[config.mk]
export PLATFORM = sky130hd
export DESIGN_NAME = gb_frame_sequencer_flat
export DESIGN_NICKNAME = d
export VERILOG_FILES = /design/src/rtl/gb_frame_sequencer_if.sv /design/src/rtl/gb_frame_sequencer.sv /design/src/flat_wrapper.sv
export SDC_FILE = /design/constraint.sdc
export NUM_CORES = 1
export LEC_CHECK = 0
export ABC_CLOCK_PERIOD_IN_PS = 1200
export CORE_AREA = 2 2 39 41
export CTS_BUF_LIST = sky130_fd_sc_hd__clkbuf_4 sky130_fd_sc_hd__clkbuf_8
export CTS_CLUSTER_DIAMETER = 30
export DETAILED_ROUTE_END_ITERATION = 10
export DIE_AREA = 0 0 41 43
export PLACE_DENSITY_LB_ADDON = 0.2
export SETUP_SLACK_MARGIN = 0.5
export SLEW_MARGIN = 20
export SYNTH_ARGS = -nofsm -noshare
export SYNTH_HDL_FRONTEND = slang
export SYNTH_SLANG_ARGS = --single-unit
export TNS_END_PERCENT = 10
[constraint.sdc]
create_clock -name clk -period 1.2 [get_ports clk]
set_input_delay 0.18 -clock clk [delete_from_list [all_inputs] [get_ports clk]]
set_output_delay 0.18 -clock clk [all_outputs]
set_load 0.01 [all_outputs]
[src/rtl/gb_frame_sequencer_if.sv]
// Frame sequencer bus: enable/DIV source in, timing strobes and step index out.
interface gb_frame_sequencer_if;
  logic       apu_enable;
  logic       div_bit;
  logic       clk_length_ctr;
  logic       clk_sweep;
  logic       clk_vol_env;
  logic [2:0] step;
  logic       length_next_clocks;

  // Controller side: drives enable and the DIV source, consumes strobes.
  modport master (
    output apu_enable,
    output div_bit,
    input  clk_length_ctr,
    input  clk_sweep,
    input  clk_vol_env,
    input  step,
    input  length_next_clocks
  );

  // Sequencer side.
  modport slave (
    input  apu_enable,
    input  div_bit,
    output clk_length_ctr,
    output clk_sweep,
    output clk_vol_env,
    output step,
    output length_next_clocks
  );
endinterface

[src/rtl/gb_frame_sequencer.sv]
// APU frame sequencer: divides the 512 Hz DIV-APU event into the length
// (256 Hz), sweep (128 Hz) and envelope (64 Hz) one-cycle strobes.
// Events come either from falling edges of an external DIV bit or from an
// internal free-running divider, selected by EXT_DIV.
module gb_frame_sequencer #(
  parameter bit          EXT_DIV    = 1'b1,
  parameter int unsigned DIV_CYCLES = 8192
) (
  input logic                 clk,
  input logic                 rst_n,
  gb_frame_sequencer_if.slave bus
);

  localparam logic [15:0] CNT_LAST = 16'(DIV_CYCLES - 1);

  logic        div_q, div_d;
  logic [15:0] cnt_q, cnt_d;
  logic [2:0]  step_q, step_d;
  logic        length_q, length_d;
  logic        sweep_q, sweep_d;
  logic        env_q, env_d;

  logic        ext_event;
  logic        int_event;
  logic        seq_event;

  // Event detection for both sources; disable always wins over an event.
  always_comb begin
    ext_event = div_q & ~bus.div_bit & bus.apu_enable;
    int_event = bus.apu_enable & (cnt_q == CNT_LAST);
    seq_event = EXT_DIV ? ext_event : int_event;
  end

  // Next-state for the DIV delay flop, the internal divider and the step index.
  always_comb begin
    div_d  = bus.div_bit;
    cnt_d  = 16'd0;
    step_d = step_q;
    if (!EXT_DIV && bus.apu_enable && (cnt_q != CNT_LAST)) begin
      cnt_d = cnt_q + 16'd1;
    end
    if (!bus.apu_enable) begin
      step_d = 3'd0;
    end else if (seq_event) begin
      step_d = step_q + 3'd1;
    end
  end

  // Strobe decode from the step being executed on this event.
  always_comb begin
    length_d = 1'b0;
    sweep_d  = 1'b0;
    env_d    = 1'b0;
    if (seq_event) begin
      length_d = ~step_q[0];
      sweep_d  = (step_q == 3'd2) || (step_q == 3'd6);
      env_d    = (step_q == 3'd7);
    end
  end

  // State registers; reset clears any in-flight strobe immediately.
  always_ff @(posedge clk or negedge rst_n) begin
    if (!rst_n) begin
      div_q    <= 1'b0;
      cnt_q    <= 16'd0;
      step_q   <= 3'd0;
      length_q <= 1'b0;
      sweep_q  <= 1'b0;
      env_q    <= 1'b0;
    end else begin
      div_q    <= div_d;
      cnt_q    <= cnt_d;
      step_q   <= step_d;
      length_q <= length_d;
      sweep_q  <= sweep_d;
      env_q    <= env_d;
    end
  end

  // Output mapping; the length-enable quirk looks at whether the next step is even.
  always_comb begin
    bus.clk_length_ctr     = length_q;
    bus.clk_sweep          = sweep_q;
    bus.clk_vol_env        = env_q;
    bus.step               = step_q;
    bus.length_next_clocks = ~step_q[0];
  end

endmodule

[src/flat_wrapper.sv]
// flat-port wrapper written by rule: the top's interface ports become plain ports
module gb_frame_sequencer_flat 
#(
  parameter bit          EXT_DIV    = 1'b1,
  parameter int unsigned DIV_CYCLES = 8192
)
  (clk, rst_n, bus_apu_enable, bus_div_bit, bus_clk_length_ctr, bus_clk_sweep, bus_clk_vol_env, bus_step, bus_length_next_clocks);
  gb_frame_sequencer_if bus_i ();
  input logic clk;
  input logic rst_n;
  input wire logic [$bits(bus_i.apu_enable)-1:0] bus_apu_enable;
  input wire logic [$bits(bus_i.div_bit)-1:0] bus_div_bit;
  output wire logic [$bits(bus_i.clk_length_ctr)-1:0] bus_clk_length_ctr;
  output wire logic [$bits(bus_i.clk_sweep)-1:0] bus_clk_sweep;
  output wire logic [$bits(bus_i.clk_vol_env)-1:0] bus_clk_vol_env;
  output wire logic [$bits(bus_i.step)-1:0] bus_step;
  output wire logic [$bits(bus_i.length_next_clocks)-1:0] bus_length_next_clocks;
  assign bus_i.apu_enable = bus_apu_enable;
  assign bus_i.div_bit = bus_div_bit;
  assign bus_clk_length_ctr = bus_i.clk_length_ctr;
  assign bus_clk_sweep = bus_i.clk_sweep;
  assign bus_clk_vol_env = bus_i.clk_vol_env;
  assign bus_step = bus_i.step;
  assign bus_length_next_clocks = bus_i.length_next_clocks;
  gb_frame_sequencer #(.EXT_DIV(EXT_DIV), .DIV_CYCLES(DIV_CYCLES)) u_core (.clk(clk), .rst_n(rst_n), .bus(bus_i));
endmodule
* Yosys cells after proc, flatten, opt, wreduce, memory -nomap -nowiden
Index checks and enable logic that the tools add are counted.
** Storage, ports and cells
- Register bits after elaboration :: 7
- Input port bits :: 4
- Output and inout port bits :: 7
- Logic and storage cells :: 20
** Cells by class
- $add $sub $neg :: 1
- Equal/unequal tests :: 4
- Multiplexer cells :: 5
- Bitwise gates (word level) :: 4
- Reduce and logical (&&, ||, !) cells :: 1
** Operators with widths (number)
- == test 3 bit (second input constant) :: 2
- 2-to-1 mux 3 bit :: 2
- adder 3 x 1 -> 3 bit (second input constant) :: 1
- == test 3 x 2 -> 1 bit (second input constant) :: 1
- 2-to-1 mux 1 bit :: 3
- AND 1 bit :: 2
- != test 2 x 1 -> 1 bit (second input constant) :: 1
- inverter 1 bit :: 2
- logical OR 1 bit :: 1

* Logic depth before layout (Yosys ltp)
Gate-level depths: netlist (run 1).
- Depth after elaboration :: 5
- Mapped depth :: 4
- Mapped depth without buffers :: 4

* Worst setup path after synthesis (run 1)
OpenSTA, ideal clock, no wires.
- Path type :: reg2reg
- Start point :: reg u_core.step_q[0], in the netlist u_core.bus.step[0]
- End point :: reg u_core.step_q[1], in the netlist u_core.bus.step[1]
- Library setup time :: 0.083 ns
- Arrival :: 1.088 ns
- Required time :: 1.117 ns
- Setup slack :: 0.030 ns
- Cell stages (with the launch flop) :: 5
- Period minus slack after synthesis :: 1.170 ns
- Path through :: dfrtp_1 -> inv_1 -> ha_1 -> nand4bb_1 -> o21ai_0
** On the way
- Longest elaborated chain between the ends :: 3
** RTL lines
- start: declaration :: RTL line gb_frame_sequencer.sv:18 : logic [2:0] step_q, step_d;
- start signal: assignment :: RTL line gb_frame_sequencer.sv:73 : step_q <= step_d;
- adder 3 x 1 -> 3 bit :: RTL line gb_frame_sequencer.sv:45 : step_d = step_q + 3'd1;
- 2-to-1 mux 3 bit :: RTL line gb_frame_sequencer.sv:44 : end else if (seq_event) begin
- 2-to-1 mux 3 bit :: RTL line gb_frame_sequencer.sv:42 : if (!bus.apu_enable) begin
No other way between the ends. The select of a mux whose other input is x is not followed.
A chain may end at the register's enable or synchronous reset.

* Worst setup path after layout (run 1)
- Start point :: reg u_core.step_q[0], in the netlist u_core.bus.step[0]
- End point :: reg u_core.step_q[2], in the netlist u_core.bus.step[2]
Same word-level chain as after synthesis.

==> metrics, run 1 <==
Initial Utilization=22.2%; CP Launch Type=flop; worst min path class=in -> reg; First-pass DRT Iterations=4; placed cell count=55; die height=43 µm; Hold Fails Final Rpt=0; top post-synthesis cells by area=dfrtp_1, ha_1, nand2_1; Least-Margin Pin Slew=0.319 ns; Final min period=1.20 ns; worst vdd ir=0.000397 V; FF+latch area=178 µm²; clk root buf=clkbuf_4; CTS tree=built; fill cell count=139; CTS max path bufs=2; Multi-input gate area=169 µm²; Max stage delay on crit path=0.43 ns; Top Ports=11; clock buffer count from CTS=3; Req. time, crit path=1.37 ns; P&R area growth vs syn=71.5%; Final Slew Violations=0; Routed Antenna Nets=0; # setup viols final=0; syn nets=31; Yosys warnings=0; max-cap viol count=0; Synth cell types=12; Core Footprint=1380 µm²; GRT Overall Usage=8.79%; Sink Count=7; Syn Area/Cell=12.8 µm²; full die area=1760 µm²; leakage=0.272 nW; most frequent cells after synthesis=dfrtp_1, nand2_1, ha_1, and3_1; clock slew at reported path FFs=0.05 ns; H-tree depth=1; Most used DFF post-synth=dfrtp_1; CP max stage cell=dfrtp_2; Reg2Reg Depth=5; RSZ-0062 raised after global routing=true; most frequent cell after synthesis=dfrtp_1; nets@finish=51; final WL=656 µm; Reg2Reg Setup Slack=0.001 ns; final RePlAce weighted congestion=0.827; Post-synth EDFFs=0; Synth Instances=24; Detailed Route Iter0 Violations=6; n_diodes=0; Arr. time, crit path=1.37 ns; Tot Pwr=0.000561 W; hpwl dp=460 µm; Post-route DRC=0; Row Count=14; Avg WL per Cell=11.1 µm; die width=41 µm; grt ovf=0; initial antenna violation count=0; Synth Register Bits=7; Max Freq=834 MHz; CP Max Fanout=4; final non-filler cell total=59; Post-synth ARST share=100%; Clock Latency Late Sink=0.25 ns; global-route wire length before repair=931 µm; hold-critical path depth=1; # port buffers=10; PD cells=1060 nW/µm²; kind of critical path=reg -> reg; DR vias=241; Final period util=99.9%; relative slew slack=78.7%; Top cell by count, worst path=ha_4; post-layout util=38.2%; sequential fraction of the synthesis area=56.9%; status=completed; leading area contributor after synthesis=dfrtp_1; Fin Clk Skew=0.00128 ns; share of cells above drive strength 1=55.8%; Worst Hold Slack=0.172 ns; vias in the first global route=228; Post-Syn Area=308 µm²; top-area cell type share of the netlist area=56.9%; Setup crit end kind=flop; crit-path cells=buf_6 > ha_4 > ha_4 > nand2_1 > mux2i_1; largest net degree at the start of global routing=8; drt via density=4.08
kinds of logic (layout without fill, tap and decap cells):
kind of cell,Yosys count,after routing,synth area share [%]
mux,1,1,3.25
buf+inv,1,20,1.22
flops,7,7,56.9
fa+ha+maj,3,3,12.2
compound gates,2,2,5.69
simple gates,10,10,20.7
sequential cells by signal, indices dropped and copies added (netlist names):
signal and count:
u_core.bus.step 3, u_core.bus.clk_length_ctr 1, u_core.bus.clk_sweep 1, u_core.bus.clk_vol_env 1, u_core.div_q 1
worst paths after layout:
check,startpoint,endpoint
max,u_core.bus.step[0],u_core.bus.step[2]
min,bus_div_bit,u_core.div_q
max reg2reg,u_core.bus.step[0],u_core.bus.step[2]
min reg2reg,u_core.div_q,u_core.bus.step[1]
max in group asynchronous,rst_n,u_core.bus.step[1]
min in group asynchronous,rst_n,u_core.div_q
metal layers:
metal / routed length (µm) / up-vias / part of all wire, % / global-route usage, %
met5: 0 / - / 0 / 0
met4: 8 / 0 / 1.2 / 12.0
met3: 53 / 2 / 8.1 / 3.14
met2: 275 / 8 / 42 / 9.69
met1: 319 / 112 / 49 / 10.5
li1: - / 119 / - / -
cell type report:
class | count | share of cell area (%)
clock buffer | 4 | 5.69
tap | 16 | 3.79
multi-input combinational | 16 | 32.0
inverter | 1 | 0.711
sequential | 7 | 33.6
timing repair buffer | 15 | 24.2
stage by stage:
step,instance area [µm²],setup WS [ns],setup TNS (ns)
finish,528,0.000961,0
global route,528,-0.00687,-0.00687
CTS,518,0.00245,0
detailed placement,493,-0.0102,-0.0102
global placement,493,0.0122,0
floorplan,335,0.110,0
power breakdown:
group / total (W) / switching, W / internal, W
clock network: 0.000233 / 0.0000837 / 0.000149
logic: 0.0000761 / 0.0000338 / 0.0000423
registers: 0.000252 / 0.00000804 / 0.000244
total: 0.000561 / 0.000126 / 0.000436
cell usage in the layout, fill, tap and decap left out, drive strengths merged:
master / n
dfrtp: 7
nand2: 4
buf: 11
nor2: 1
dlymetal6s2s: 2
nand3b: 1
dlygate4sd2: 1
o21ai: 1
mux2i: 1
ha: 3
and3: 2
inv: 1
nand4bb: 1
clkbuf: 4
clkdlybuf4s50: 1
o22ai: 1
nor2b: 1
critical path: cells and delay by family, from the launching register on:
kind / cells / cell delay, ns
buffers and inverters: 1 / 0.13
AND/OR/NAND/NOR: 1 / 0.04
multiplexers: 1 / 0.12
flip-flops: 1 / 0.43
adder cells (fa/ha/maj): 2 / 0.39
repair_timing:
item / 4_1_cts / 5_1_grt
pin swaps: 0 / 2
hold buffers: 0 / 0
hold endpoints to repair: 0 / 0
resized for setup: 8 / 24
endpoints found under the setup margin: 13 / 13
buffers inserted: 0 / 0
(Power assumes the default switching activity.)
==> run 2: changes to the inputs <==
Settings changed: GPL_TIMING_DRIVEN set to 0.
==> run 2 against run 1 <==
Effect of this change: flip-flop and latch count unchanged; register-to-register slack about the same; core utilization fell by 2.1 points; non-clock buffer count decreased by 3; clock power up 4%; total power increased by 0.41%; critical path depth unchanged; clock skew is 0.0028 ns higher; maximum frequency grew 0.16%; final cell count shrank 5.1%; via count down 2.1%; sequential share of layout area is 1.9 points higher.
==> metrics, run 2 (synthesis results as in run 1) <==
Row Count=14 (unchanged); placed cell area=455 µm² (was 493 µm²); Reg2Reg Depth=5 (unchanged); CP Max Fanout=3 (was 4); H-tree depth=1 (unchanged); Hold Fails Final Rpt=0 (unchanged); status=completed (unchanged); PD cells=1130 nW/µm² (was 1060 nW/µm²); # setup viols final=0 (unchanged); Clock Latency Late Sink=0.25 ns (about the same); DR vias=236 (was 241); fin area=499 µm² (was 528 µm²); worst r2r dst=u_core.bus.step[2] (unchanged); cts hold-fix bufs=0 (unchanged); max FFs per register=3 (unchanged); global-route wire length before repair=1070 µm (was 931 µm); Routed Antenna Nets=0 (unchanged); clock slew at reported path FFs=0.06 ns (was 0.05 ns); die width=41 µm (unchanged); drt via density=4.21 (was 4.08); max-cap viol count=0 (unchanged); Final min period=1.20 ns (about the same); CP Launch Type=flop (unchanged); final WL=640 µm (was 656 µm); Post-route DRC=0 (unchanged); n_diodes=0 (unchanged); most frequent cells in the layout=dfrtp_1, clkbuf_4, buf_2 (was dfrtp_1, nand2_1, clkbuf_4, buf_2, buf_4); grt ovf=0 (unchanged); FF-to-FF Start=u_core.bus.step[0] (unchanged); Sink Count=7 (unchanged); Reg2Reg Setup Slack=0.003 ns (was 0.001 ns); final RePlAce weighted congestion=0.770 (was 0.827); Initial Utilization=22.2% (unchanged); post-layout util=36.1% (was 38.2%); Least-Margin Pin Slew=0.333 ns (was 0.319 ns); RSZ-0062 raised after global routing=true (unchanged); hpwl dp=431 µm (was 460 µm); leakage=0.241 nW (was 0.272 nW); Fin Clk Skew=0.00404 ns (was 0.00128 ns); largest net degree at the start of global routing=9 (was 8); First-pass DRT Iterations=4 (unchanged); share of cells above drive strength 1=52.5% (was 55.8%); Detailed Route Iter0 Violations=3 (was 6); CTS tree=built (unchanged); Setup crit end kind=flop (unchanged); Worst Hold Slack=0.192 ns (was 0.172 ns); Arr. time, crit path=1.37 ns (about the same); die height=43 µm (unchanged); vias in the first global route=236 (was 228); Final period util=99.8% (was 99.9%); Top Ports=11 (unchanged); Req. time, crit path=1.38 ns (was 1.37 ns); full die area=1760 µm² (unchanged); Avg WL per Cell=11.4 µm (was 11.1 µm); commonest non-fill, non-tap cell in the layout=dfrtp_1 (unchanged); CTS max path bufs=2 (unchanged); Core Footprint=1380 µm² (unchanged); initial antenna violation count=0 (unchanged); relative slew slack=77.7% (was 78.7%); clock buffer count from CTS=3 (unchanged); GRT Overall Usage=9.58% (was 8.79%); worst vdd ir=0.000509 V (was 0.000397 V); placed cell count=50 (was 55); # port buffers=10 (unchanged); clk root buf=clkbuf_4 (unchanged); P&R area growth vs syn=62.2% (was 71.5%); final non-filler cell total=56 (was 59); worst min path class=in -> async (was in -> reg); Final Slew Violations=0 (unchanged); kind of critical path=reg -> reg (unchanged); nets@finish=48 (was 51); Max Freq=835 MHz (was 834 MHz); critical path startpoint=u_core.bus.step[0] (unchanged); fill cell count=149 (was 139)
run 2: changes by cell type in the layout (fill, tap and decap cells not counted), sizes merged:
| cell | previous run | this run |
|---|---|---|
| buf | 11 | 8 |
| dlymetal6s2s | 2 | 0 |
| clkdlybuf4s50 | 1 | 2 |
| dlygate4sd2 | 1 | 2 |
run 2: power breakdown:
part           internal (W)  switching, W   total, W
Combinational     0.0000376     0.0000326  0.0000703
Sequential         0.000244    0.00000771   0.000251
Clock              0.000150     0.0000918   0.000242
run 2: layout make-up:
class | instances | area (µm²) | share of cell area (%)
timing repair buffer | 12 | 98.8 | 19.8
clock buffer | 4 | 30.0 | 6.02
sequential | 7 | 178 | 35.6
tap | 16 | 20.0 | 4.01
multi-input combinational | 16 | 169 | 33.8
inverter | 1 | 3.75 | 0.752
run 2: critical path, stage by stage (launching register included):
cell	delay (ns)
dfrtp_2	0.43
buf_6	0.13
ha_4	0.15
ha_4	0.25
nand2_2	0.03
mux2i_1	0.13
run 2: worst max-delay path by stage:
stage / end / depth (start not counted)
floorplan: u_core.bus.step[2] / 4
global placement: bus_length_next_clocks / 2
detailed placement: bus_length_next_clocks / 2
CTS: u_core.bus.step[2] / 5
global route: u_core.bus.step[2] / 5
finish: u_core.bus.step[2] / 5
run 2: through the flow:
step                      setup slack [ns]   TNS, ns  total power [W]
after global placement             -0.0239   -0.0239         0.000315
after CTS                         -0.00597  -0.00597         0.000570
after global routing               -0.0558   -0.0558         0.000588
after floorplan                      0.110         0         0.000278
after detailed placement           -0.0217   -0.0217         0.000316
final                              0.00291         0         0.000563
run 2: timing repair:
| item | CTS | global route |
|---|---|---|
| pin swaps | 3 | 2 |
| endpoints found under the setup margin | 13 | 13 |
| resized for setup | 31 | 0 |
| setup buffers | 2 | 0 |
| hold endpoints to repair | 0 | 0 |
run 2: metal layers:
layer	share of wire (%)	track usage, %
met1	49	14.7
met3	7.0	3.14
met5	0	0
met2	44	10.0
met4	0	8.00
